==> src/rtl/fetch_pkg.sv <==
// Shared types and constants for the instruction-fetch sequencer.
package fetch_pkg;

  typedef enum logic [1:0] {
    IDLE   = 2'd0,
    FETCH  = 2'd1,
    HALTED = 2'd2
  } fetch_state_t;

  // ecall encoding; fetching stops after this word is pushed
  localparam logic [31:0] HALT_WORD = 32'h0000_0073;

  // Byte distance between consecutive instruction words
  localparam int unsigned PC_INC = 4;

endpackage

==> src/rtl/instr_buf.sv <==
// Two-entry FIFO of {pc, instr} pairs feeding the decode stage.
// Flush empties the FIFO; the stored data is left in place but is never
// presented as valid again.
module instr_buf #(
  parameter int ADDRESS_WIDTH = 32,
  parameter int DATA_WIDTH    = 32
) (
  input  logic                     clk,
  input  logic                     rst,
  input  logic                     push,
  input  logic [ADDRESS_WIDTH-1:0] push_pc,
  input  logic [DATA_WIDTH-1:0]    push_instr,
  input  logic                     pop,
  input  logic                     flush,
  output logic [1:0]               count,
  output logic                     valid,
  output logic [ADDRESS_WIDTH-1:0] head_pc,
  output logic [DATA_WIDTH-1:0]    head_instr
);

  logic [ADDRESS_WIDTH-1:0] pc_mem    [2];
  logic [DATA_WIDTH-1:0]    instr_mem [2];
  logic                     rd_ptr_reg;
  logic                     wr_ptr_reg;
  logic [1:0]               count_reg;
  logic                     do_push;
  logic                     do_pop;

  // Flush wins over everything; a push into a full FIFO needs a pop alongside it
  assign do_pop  = pop && !flush && (count_reg != 2'd0);
  assign do_push = push && !flush && ((count_reg != 2'd2) || do_pop);

  // Entry storage, one register pair per slot
  generate
    for (genvar gi = 0; gi < 2; gi++) begin : g_entry
      always_ff @(posedge clk) begin
        if (rst) begin
          pc_mem[gi]    <= '0;
          instr_mem[gi] <= '0;
        end else if (do_push && (wr_ptr_reg == 1'(gi))) begin
          pc_mem[gi]    <= push_pc;
          instr_mem[gi] <= push_instr;
        end
      end
    end
  endgenerate

  // Read/write pointers and occupancy
  always_ff @(posedge clk) begin
    if (rst || flush) begin
      rd_ptr_reg <= 1'b0;
      wr_ptr_reg <= 1'b0;
      count_reg  <= 2'd0;
    end else begin
      if (do_push) wr_ptr_reg <= ~wr_ptr_reg;
      if (do_pop)  rd_ptr_reg <= ~rd_ptr_reg;
      count_reg <= count_reg + 2'(do_push) - 2'(do_pop);
    end
  end

  assign count      = count_reg;
  assign valid      = (count_reg != 2'd0);
  assign head_pc    = pc_mem[rd_ptr_reg];
  assign head_instr = instr_mem[rd_ptr_reg];

endmodule

==> src/rtl/fetch_ctrl.sv <==
// Instruction-fetch sequencer: owns the PC, drives the asynchronous ROM
// address, buffers fetched words and stops after an ecall until redirected.
module fetch_ctrl
  import fetch_pkg::*;
#(
  parameter int                    ADDRESS_WIDTH = 32,
  parameter int                    DATA_WIDTH    = 32,
  parameter logic [ADDRESS_WIDTH-1:0] RESET_PC   = '0,
  parameter logic [DATA_WIDTH-1:0] HALT_WORD     = DATA_WIDTH'(fetch_pkg::HALT_WORD)
) (
  input  logic                     clk,
  input  logic                     rst,
  input  logic                     en,
  output logic [ADDRESS_WIDTH-1:0] A,
  input  logic [DATA_WIDTH-1:0]    RD,
  input  logic                     redirect,
  input  logic [ADDRESS_WIDTH-1:0] redirect_pc,
  output logic                     instr_valid,
  input  logic                     instr_ready,
  output logic [DATA_WIDTH-1:0]    instr_out,
  output logic [ADDRESS_WIDTH-1:0] instr_pc,
  output logic                     halted,
  output logic [31:0]              fetch_count
);

  fetch_state_t             state_reg, state_next;
  logic [ADDRESS_WIDTH-1:0] pc_reg, pc_next;
  logic [31:0]              fetch_count_reg;
  logic [1:0]               buf_count;
  logic                     pop;
  logic                     fire;

  assign pop  = instr_valid && instr_ready;
  // A fetch needs room in the buffer, counting the slot freed by a same-cycle pop
  assign fire = (state_reg == FETCH) && en && !redirect &&
                ((buf_count != 2'd2) || pop);

  instr_buf #(
    .ADDRESS_WIDTH(ADDRESS_WIDTH),
    .DATA_WIDTH   (DATA_WIDTH)
  ) u_buf (
    .clk       (clk),
    .rst       (rst),
    .push      (fire),
    .push_pc   (pc_reg),
    .push_instr(RD),
    .pop       (pop),
    .flush     (redirect),
    .count     (buf_count),
    .valid     (instr_valid),
    .head_pc   (instr_pc),
    .head_instr(instr_out)
  );

  // Next state and next PC; redirect overrides fetch and halt
  always_comb begin
    state_next = state_reg;
    pc_next    = pc_reg;
    if (redirect) begin
      state_next = en ? FETCH : IDLE;
      pc_next    = redirect_pc & ~ADDRESS_WIDTH'(3);
    end else begin
      unique case (state_reg)
        IDLE:    if (en) state_next = FETCH;
        FETCH: begin
          if (!en) begin
            state_next = IDLE;
          end else if (fire) begin
            pc_next = pc_reg + ADDRESS_WIDTH'(PC_INC);
            if (RD == HALT_WORD) state_next = HALTED;
          end
        end
        HALTED:  state_next = HALTED;
        default: state_next = IDLE;
      endcase
    end
  end

  // State, PC and fetch counter registers
  always_ff @(posedge clk) begin
    if (rst) begin
      state_reg       <= IDLE;
      pc_reg          <= RESET_PC;
      fetch_count_reg <= '0;
    end else begin
      state_reg <= state_next;
      pc_reg    <= pc_next;
      if (fire) fetch_count_reg <= fetch_count_reg + 32'd1;
    end
  end

  assign A           = pc_reg;
  assign halted      = (state_reg == HALTED);
  assign fetch_count = fetch_count_reg;

endmodule

==> config.mk <==
export PLATFORM = sky130hd
export DESIGN_NAME = fetch_ctrl
export DESIGN_NICKNAME = d
export VERILOG_FILES = /design/src/rtl/fetch_pkg.sv /design/src/rtl/instr_buf.sv /design/src/rtl/fetch_ctrl.sv
export SDC_FILE = /design/constraint.sdc
export NUM_CORES = 1
export LEC_CHECK = 0
export CORE_UTILIZATION = 30
export DETAILED_ROUTE_END_ITERATION = 8
export PLACE_DENSITY = 0.59
export SYNTH_ARGS = -nofsm -noshare
export SYNTH_HDL_FRONTEND = slang
export SYNTH_SLANG_ARGS = --single-unit
==> constraint.sdc <==
create_clock -name clk -period 6.6 [get_ports clk]
set_input_delay 1.32 -clock clk [delete_from_list [all_inputs] [get_ports clk]]
set_output_delay 1.32 -clock clk [all_outputs]
set_load 0.02 [all_outputs]
Word-level counts from Yosys, hierarchy flattened
Memories as Yosys holds them, arrays and structs flattened. A register that Yosys moved wholly into a read port is not among the register bits.
Cells that the tools add are included.

operators by class
  $add $sub $neg = 4
  multiply operators = 0
  div/mod/pow operators = 0
  $lt $le $gt $ge = 0
  eq/ne operators = 7
  shift operators = 0
  mux-type cells = 27
  bitwise operators = 6
  reduce and logical (&&, ||, !) cells = 23

operators with widths
  operator               count
  $mux 32                8
  $add 32x1->32 const B  1
  $add 32x3->32 const B  1
  $eq 32x7->1 const B    1
  $mux 1                 13
  $logic_and 1x1->1      10
  $mux 2                 5
  $reduce_and 3->1       3
  $ne 4x3->1 const B     2
  $reduce_bool 2->1      4
  $pmux 2 s3             1
  $or 1x1->1             4
  $logic_or 1x1->1       3
  $ne 3x3->1 const B     1
  $add 2x1->2            1
  $eq 2x1->1 const B     1
  $eq 2x2->1 const B     1
  $logic_not 2->1        1
  $ne 2x2->1 const B     1
  $not 1->1              2
  $reduce_or 2->1        1
  $sub 2x1->2            1
  $logic_not 1->1        1

word-level totals
  bits in registers = 70
  latch bits = 0
  memory bits (writable) = 128
  ROM bits = 0
  input port bits = 69
  logic and storage cells = 76
  memories kept = 2

memories
  memory           depth  width  read ports  clocked after memory_dff  write ports  RTL line         text
  u_buf.instr_mem  2      32     1           1                         2            instr_buf.sv:22  logic [DATA_WIDTH-1:0] instr_mem [2];
  u_buf.pc_mem     2      32     1           1                         2            instr_buf.sv:21  logic [ADDRESS_WIDTH-1:0] pc_mem [2];

Depth between registers and ports, before layout
Gate-level depths: netlist of run 1.

  depth in word-level cells = 11
  mapped depth = 9

Modules after synthesis
Synthesis of run 1 repeated with hierarchy kept, for this count alone.

unflattened totals
  cell total of the unflattened synthesis = 836
  area total of the unflattened synthesis = 9,233.9 um^2

by module, submodules not included
  module      times used  cells an instance  area an instance (um^2)
  instr_buf   1           442                5,913.2
  fetch_ctrl  1           394                3,320.7

Least setup slack after synthesis of run 1
OpenSTA, ideal clock, no wires.

  path kind = input -> register
  start = input port en
  end = memory u_buf.instr_mem[0][0] (enable)
  data arrival time = 4,872 ps
  data required time = 6,105 ps
  setup slack = 1,233 ps
  stages = 4
  buffers on the path = 1
  cells stage by stage = nor4bb_1 > clkbuf_1 > nand2_1 > o21bai_1

RTL lines
  item         RTL line          text
  from (decl)  fetch_ctrl.sv:13  input logic en,
  to (decl)    instr_buf.sv:22

==> impl_metrics.json, run 1 <==
{
  "drt-vias-per-instance": 5.10,
  "clock-sinks": 193,
  "postRouteWirelength_um": 25900,
  "setup.worst_path.class": "reg -> out",
  "slew_headroom_pct": 22.4,
  "synth_enable_flop_cells": 124,
  "dieHeight_um": 178,
  "worst-r2r-setup-slack_ns": 3.82,
  "grt_first_pass_wirelength_um": 39100,
  "leakagePower_nw": 4.15,
  "netlist_top_cells_count": "125 x and2_1, 124 x edfxtp_1, 70 x mux2_2",
  "status": "finished clean",
  "postRouteAntennaNets": 0,
  "nNetsFinal": 1070,
  "cts-root-to-sink-buffers": 2,
  "cellPowerDensity_nw_per_um2": 218,
  "period_needed_ns": 4.24,
  "ctsHtreeMaxLevel": 4,
  "grt_util_all_layers_pct": 16.4,
  "path_clk_slew_ns": 0.08,
  "rr_startpoint": "state_reg[0]$_SDFFE_PP0P_",
  "largest_reg_flops": 64,
  "grt-ovfl-total": 0,
  "floorplan.die_area_um2": 31700,
  "syn-instance-count": 836,
  "clkLatencyLatePin_ns": 0.44,
  "number_of_global_route_vias_before_repair": 6848,
  "post_route_cells_drive_above_1_share_pct": 12.4,
  "combinationalPowerShare_pct": 9.6,
  "critPathCaptureType": "primary output",
  "power_switching_mw": 0.696,
  "grt_max_degree": 77,
  "cp_max_fo": 33,
  "hold_path.class": "reg -> reg",
  "cellInternalPower_mw": 1.95,
  "crit_path_start_kind": "flip-flop",
  "synth_async_reset_ratio_pct": 0,
  "synth.largest_area_cell": "edfxtp_1",
  "share_seq_of_total_power_pct": 51.4,
  "synthesis.area_per_instance_um2": 11.1,
  "drc_errors": 0,
  "cts_hold_buf": 0,
  "power_frac_clock_pct": 39.0,
  "placement.io_buffers": 192,
  "ctsResizeCount": 0,
  "setup_repair_after_global_routing_missed_its_margin": "false",
  "route.vias.total": 7165,
  "number_of_antenna_violations_at_the_first_check_in_global_routing": 2,
  "dr.pass1.iters": 5,
  "floorplan.initialDensity_pct": 30.5,
  "switching_share_pct": 26.3,
  "overall_power_mw": 2.65,
  "die_w_um": 178,
  "ys_seq_elements": 193,
  "maxCapViolations": 0,
  "critical_path.reg2reg.endpoint": "u_buf.pc_mem[0][16]$_SDFFCE_PN0P_",
  "seq_total_area_yosys_pct": 54.9,
  "synth.top_cell.area_share_pct": 40.0,
  "hpwl_um": 17400,
  "post-cts-setup-buffer-count": 0,
  "post-route-period-util_pct": 64.2,
  "gpl.final_weighted_congestion": 0.791,
  "worst_ep_arrival_time_ns": 2.92,
  "routed_wire_length_per_instance_um": 18.4,
  "drt_iter0_markers": 488,
  "worst_setup_path_end": "instr_out[17]",
  "synthesis.area_um2": 9300,
  "yosysUniqueCellTypes": 53,
  "slew_violations": 0,
  "areaGrowthSynthToFinish_pct": 30.5,
  "cts_buffers": 17,
  "ir_drop_mv": 0.141,
  "reg2regPathDepth": 5,
  "worstPathRequired_ns": 5.28,
  "setup_viol": 0,
  "dominantRegCellSynth": "edfxtp_1",
  "synth.yosys.warnings": 0,
  "setup_tns_ns": 0,
  "io_pins": 199,
  "row_count": 64,
  "tritoncts": "yes",
  "cts_root_buf": "clkbuf_16",
  "core_um2": 30500,
  "timing.final.hold_violations": 0,
  "max_slew.worst_pin.slew_ns": 1.16,
  "achievable-frequency_ghz": 0.236,
  "clock_skew_ns": 0.0103,
  "most_repeated_cell_in_the_gate_level_netlist_after_synthesis": "and2_1",
  "post_synth_main_area_contributors": "edfxtp_1 40%, dfxtp_1 15%, mux2_2 8.5%, and2_1 8.4%, nor2_1 2.1%",
  "antenna-diode-count": 0
}
power by group through the flow:
stage	Clock (mW)	Combinational [mW]	Sequential, mW
after floorplan	0	0.111	1.39
after global placement	0	0.256	1.39
after detailed placement	0	0.257	1.39
after CTS	1.05	0.259	1.36
after global routing	1.10	0.274	1.37
final	1.03	0.255	1.36
critical path, cell delays in order, from the launching register on:
cell             delay [ns]
dfxtp_2                0.97
buf_4                  0.53
mux2_2                 0.40
clkdlybuf4s50_1        0.56
cells in the final DEF (no fill, tap or decap), types with 5 or more instances in the layout:
cell type,synthesis,routed
nor4_1,28,28
edfxtp_1,124,124
inv_1,14,14
clkbuf_16,0,17
and4_1,12,12
or3_1,13,13
nand2_1,31,31
nand4_1,24,24
or4_1,25,25
nor2b_1,10,10
nor3_1,7,6
nor2_1,51,51
mux2_2,70,70
a311oi_1,14,14
xor2_1,10,10
and2_1,125,125
buf_4,4,9
clkdlybuf4s50_1,0,191
o31ai_1,24,24
a21oi_1,22,22
nand3_1,27,27
and3_1,7,6
a211oi_1,9,9
inv_6,0,5
o21ai_0,13,13
dfxtp_1,69,68
through the flow:
step | setup slack, ns | instances | utilization [%] | area, um2 | hold WS [ns]
detailed placement | 2.21 | 1374 | 37.9 | 11600 | 0.483
floorplan | 1.23 | 839 | - | 9310 | 0.472
CTS | 2.27 | 1405 | 39.8 | 12100 | 0.497
finish | 2.36 | 1405 | 39.8 | 12100 | 0.496
global placement | 2.27 | 1374 | 37.9 | 11600 | 0.476
global route | 2.21 | 1405 | 39.8 | 12100 | 0.522
routing by layer:
layer	up-vias	GRT usage (%)	part of all wire (%)
met5	-	0	0.093
met4	4	5.77	2.0
met3	30	5.39	9.1
met2	214	27.0	47
met1	3467	19.9	42
li1	3450	-	-
worst min path at each step:
stage                                        startpoint                           end  slack (ns)  depth (start not counted)
final                      fetch_count[20]$_SDFFE_PP0P_  fetch_count[20]$_SDFFE_PP0P_        0.50                          2
after global routing       fetch_count[20]$_SDFFE_PP0P_  fetch_count[20]$_SDFFE_PP0P_        0.52                          2
after CTS                  fetch_count[20]$_SDFFE_PP0P_  fetch_count[20]$_SDFFE_PP0P_        0.50                          2
after detailed placement   fetch_count[20]$_SDFFE_PP0P_  fetch_count[20]$_SDFFE_PP0P_        0.48                          2
after global placement     fetch_count[20]$_SDFFE_PP0P_  fetch_count[20]$_SDFFE_PP0P_        0.48                          2
after floorplan           u_buf.rd_ptr_reg$_SDFFE_PP0N_                     flip-flop        0.47                          2
area by class of cell:
cell class                      count  area (um2)
Clock buffer                       17         425
Clock inverter                     14         158
Fill cell                        2958       18400
Inverter                           15        56.3
Multi-Input combinational cell    569        3910
Sequential cell                   193        5110
Tap cell                          396         495
Timing Repair Buffer              201        1980
cell families after synthesis:
group,share of synthesized area [%]
AND/OR/NAND/NOR,24.1
adder cells (fa/ha/maj),0.538
flip-flops,54.9
multiplexers,8.47
buffers and inverters,3.38
other,0.0403
XOR/XNOR,1.32
AO/OA/AOI/OAI,7.29
(Power assumes the default switching activity.)
==> run 2: changes to the inputs <==
--- a/config.mk
+++ b/config.mk
@@ -7,7 +7,7 @@
 export LEC_CHECK = 0
 export CORE_UTILIZATION = 30
 export DETAILED_ROUTE_END_ITERATION = 8
-export PLACE_DENSITY = 0.59
+export PLACE_DENSITY = 0.61
 export SYNTH_ARGS = -nofsm -noshare
 export SYNTH_HDL_FRONTEND = slang
 export SYNTH_SLANG_ARGS = --single-unit
==> constraint.sdc (replaced) <==
create_clock -name clk -period 3.4 [get_ports clk]
set_input_delay 0.68 -clock clk [delete_from_list [all_inputs] [get_ports clk]]
set_output_delay 0.68 -clock clk [all_outputs]
set_load 0.02 [all_outputs]
==> impl_metrics.json, run 2 (synthesis results as in run 1) <==
{
  "timing.critical_path.slowest_cell_delay_ns": 0.72,
  "post-cts-setup-buffer-count": 0,
  "clkLatencyLatePin_ns": 0.44,
  "tritoncts": "yes",
  "finalNonFillerCells": 1415,
  "route.vias.total": 7241,
  "clock_skew_ns": 0.0111,
  "floorplan.initialDensity_pct": 30.5,
  "postRouteWirelength_um": 26200,
  "gpl.final_weighted_congestion": 0.804,
  "nNetsFinal": 1079,
  "worstPathCellList": "buf_12, mux2_2, clkdlybuf4s50_1",
  "ir_drop_mv": 0.271,
  "hpwl_um": 17800,
  "cts_buffers": 17,
  "antenna-diode-count": 0,
  "dieHeight_um": 178,
  "grt_max_degree": 65,
  "post-route-period-util_pct": 90.9,
  "setup.worst_path.class": "reg -> out",
  "placed_cell_area_um2": 11700,
  "slew_violations": 0,
  "ctsHtreeMaxLevel": 4,
  "cts_root_buf": "clkbuf_16",
  "placedCellCount": 1383,
  "cts_hold_buf": 0,
  "path_clk_slew_ns": 0.08,
  "timing.final.hold_violations": 0,
  "floorplan.die_area_um2": 31700,
  "grt_util_all_layers_pct": 16.6,
  "cp_max_fo": 33,
  "drc_errors": 0,
  "setup_tns_ns": 0,
  "achievable-frequency_ghz": 0.324,
  "worst_ep_arrival_time_ns": 2.41,
  "drt_iter0_markers": 567,
  "layout.cells.most_common": "clkdlybuf4s50_1",
  "hold_path.class": "reg -> reg",
  "worstPathRequired_ns": 2.72,
  "setup_viol": 0,
  "largest_reg_flops": 64,
  "cellPowerDensity_nw_per_um2": 424,
  "slew_headroom_pct": 49.6,
  "dr.pass1.iters": 5,
  "post_route_cells_drive_above_1_share_pct": 13.2,
  "areaGrowthSynthToFinish_pct": 32.1,
  "maxCapViolations": 0,
  "crit_path_start_kind": "flip-flop",
  "number_of_global_route_vias_before_repair": 6956,
  "critPathCaptureType": "primary output",
  "grt-ovfl-total": 0,
  "leakagePower_nw": 4.23,
  "grt_first_pass_wirelength_um": 39900,
  "cts-root-to-sink-buffers": 2,
  "layout_common_cells": "191 x clkdlybuf4s50_1, 125 x and2_1, 124 x edfxtp_1, 70 x mux2_2, 68 x dfxtp_1",
  "routed_wire_length_per_instance_um": 18.5,
  "max_slew.worst_pin.slew_ns": 0.749,
  "stdcell_area_um2": 12300,
  "clock-sinks": 193,
  "status": "finished clean",
  "period_needed_ns": 3.09,
  "core_um2": 30500,
  "io_pins": 199,
  "die_w_um": 178,
  "number_of_antenna_violations_at_the_first_check_in_global_routing": 0,
  "drt-vias-per-instance": 5.12,
  "postRouteAntennaNets": 0,
  "critPathSlowestCell": "dfxtp_2",
  "row_count": 64,
  "placement.io_buffers": 192,
  "ctsResizeCount": 0,
  "setup_repair_after_global_routing_missed_its_margin": "false"
}
==> run 2: cell count changes in the layout (fill, tap and decap cells not counted) <==
cell        before  now
buf_12           0    5
buf_4            9   13
clkinv_2         0    1
clkinv_4         0    1
clkinv_8         4    3
clkinvlp_4       2    0
inv_12           0    2
inv_6            5    3
inv_8            3    5
==> run 2: report_power, final <==
group | switching, mW | internal, mW
clock network | 1.06 | 1.01
logic | 0.264 | 0.245
registers | 0.0690 | 2.57
total | 1.39 | 3.82
==> run 2: worst paths after layout <==
check | startpoint | to | slack, ns | depth (start not counted)
setup / recovery | flip-flop | instr_out[31] | 0.31 | 3
hold / removal | fetch_count[18]$_SDFFE_PP0P_ | fetch_count[18]$_SDFFE_PP0P_ | 0.50 | 2
setup reg to reg | A[9]$_SDFFE_PP0P_ | A[22]$_SDFFE_PP0P_ | 0.91 | 4
hold reg to reg | fetch_count[18]$_SDFFE_PP0P_ | fetch_count[18]$_SDFFE_PP0P_ | 0.50 | 2
==> run 2: critical path, delay by kind of cell (launching register included) <==
kind,cells,cell delay (ns)
buffers and inverters,2,0.89
multiplexers,1,0.35
flip-flops,1,0.72
==> run 2: final cells by class <==
type	instances	area, um2
fill	2922	18200
sequential	193	5110
clock inverter	15	178
timing repair buffer	210	2110
tap	396	495
multi-input combinational	569	3910
clock buffer	17	425
inverter	15	56.3
==> run 2: metrics by stage <==
step | utilization, % | hold WS, ns | power [mW] | worst slack [ns]
2_1_floorplan | - | 0.472 | 2.91 | 0.220
3_3_place_gp | 38.3 | 0.479 | 3.20 | 0.453
3_5_place_dp | 38.3 | 0.486 | 3.21 | 0.391
4_1_cts | 40.3 | 0.507 | 5.26 | 0.255
5_1_grt | 40.3 | 0.532 | 5.39 | 0.198
6_report | 40.3 | 0.501 | 5.22 | 0.310
==> run 2: layer usage <==
metal | part of all wire [%] | vias up | track usage [%]
met5 | 0 | - | 0
met4 | 1.3 | 0 | 3.99
met3 | 8.8 | 18 | 5.73
met2 | 47 | 223 | 27.0
met1 | 42 | 3548 | 21.0
li1 | - | 3452 | -
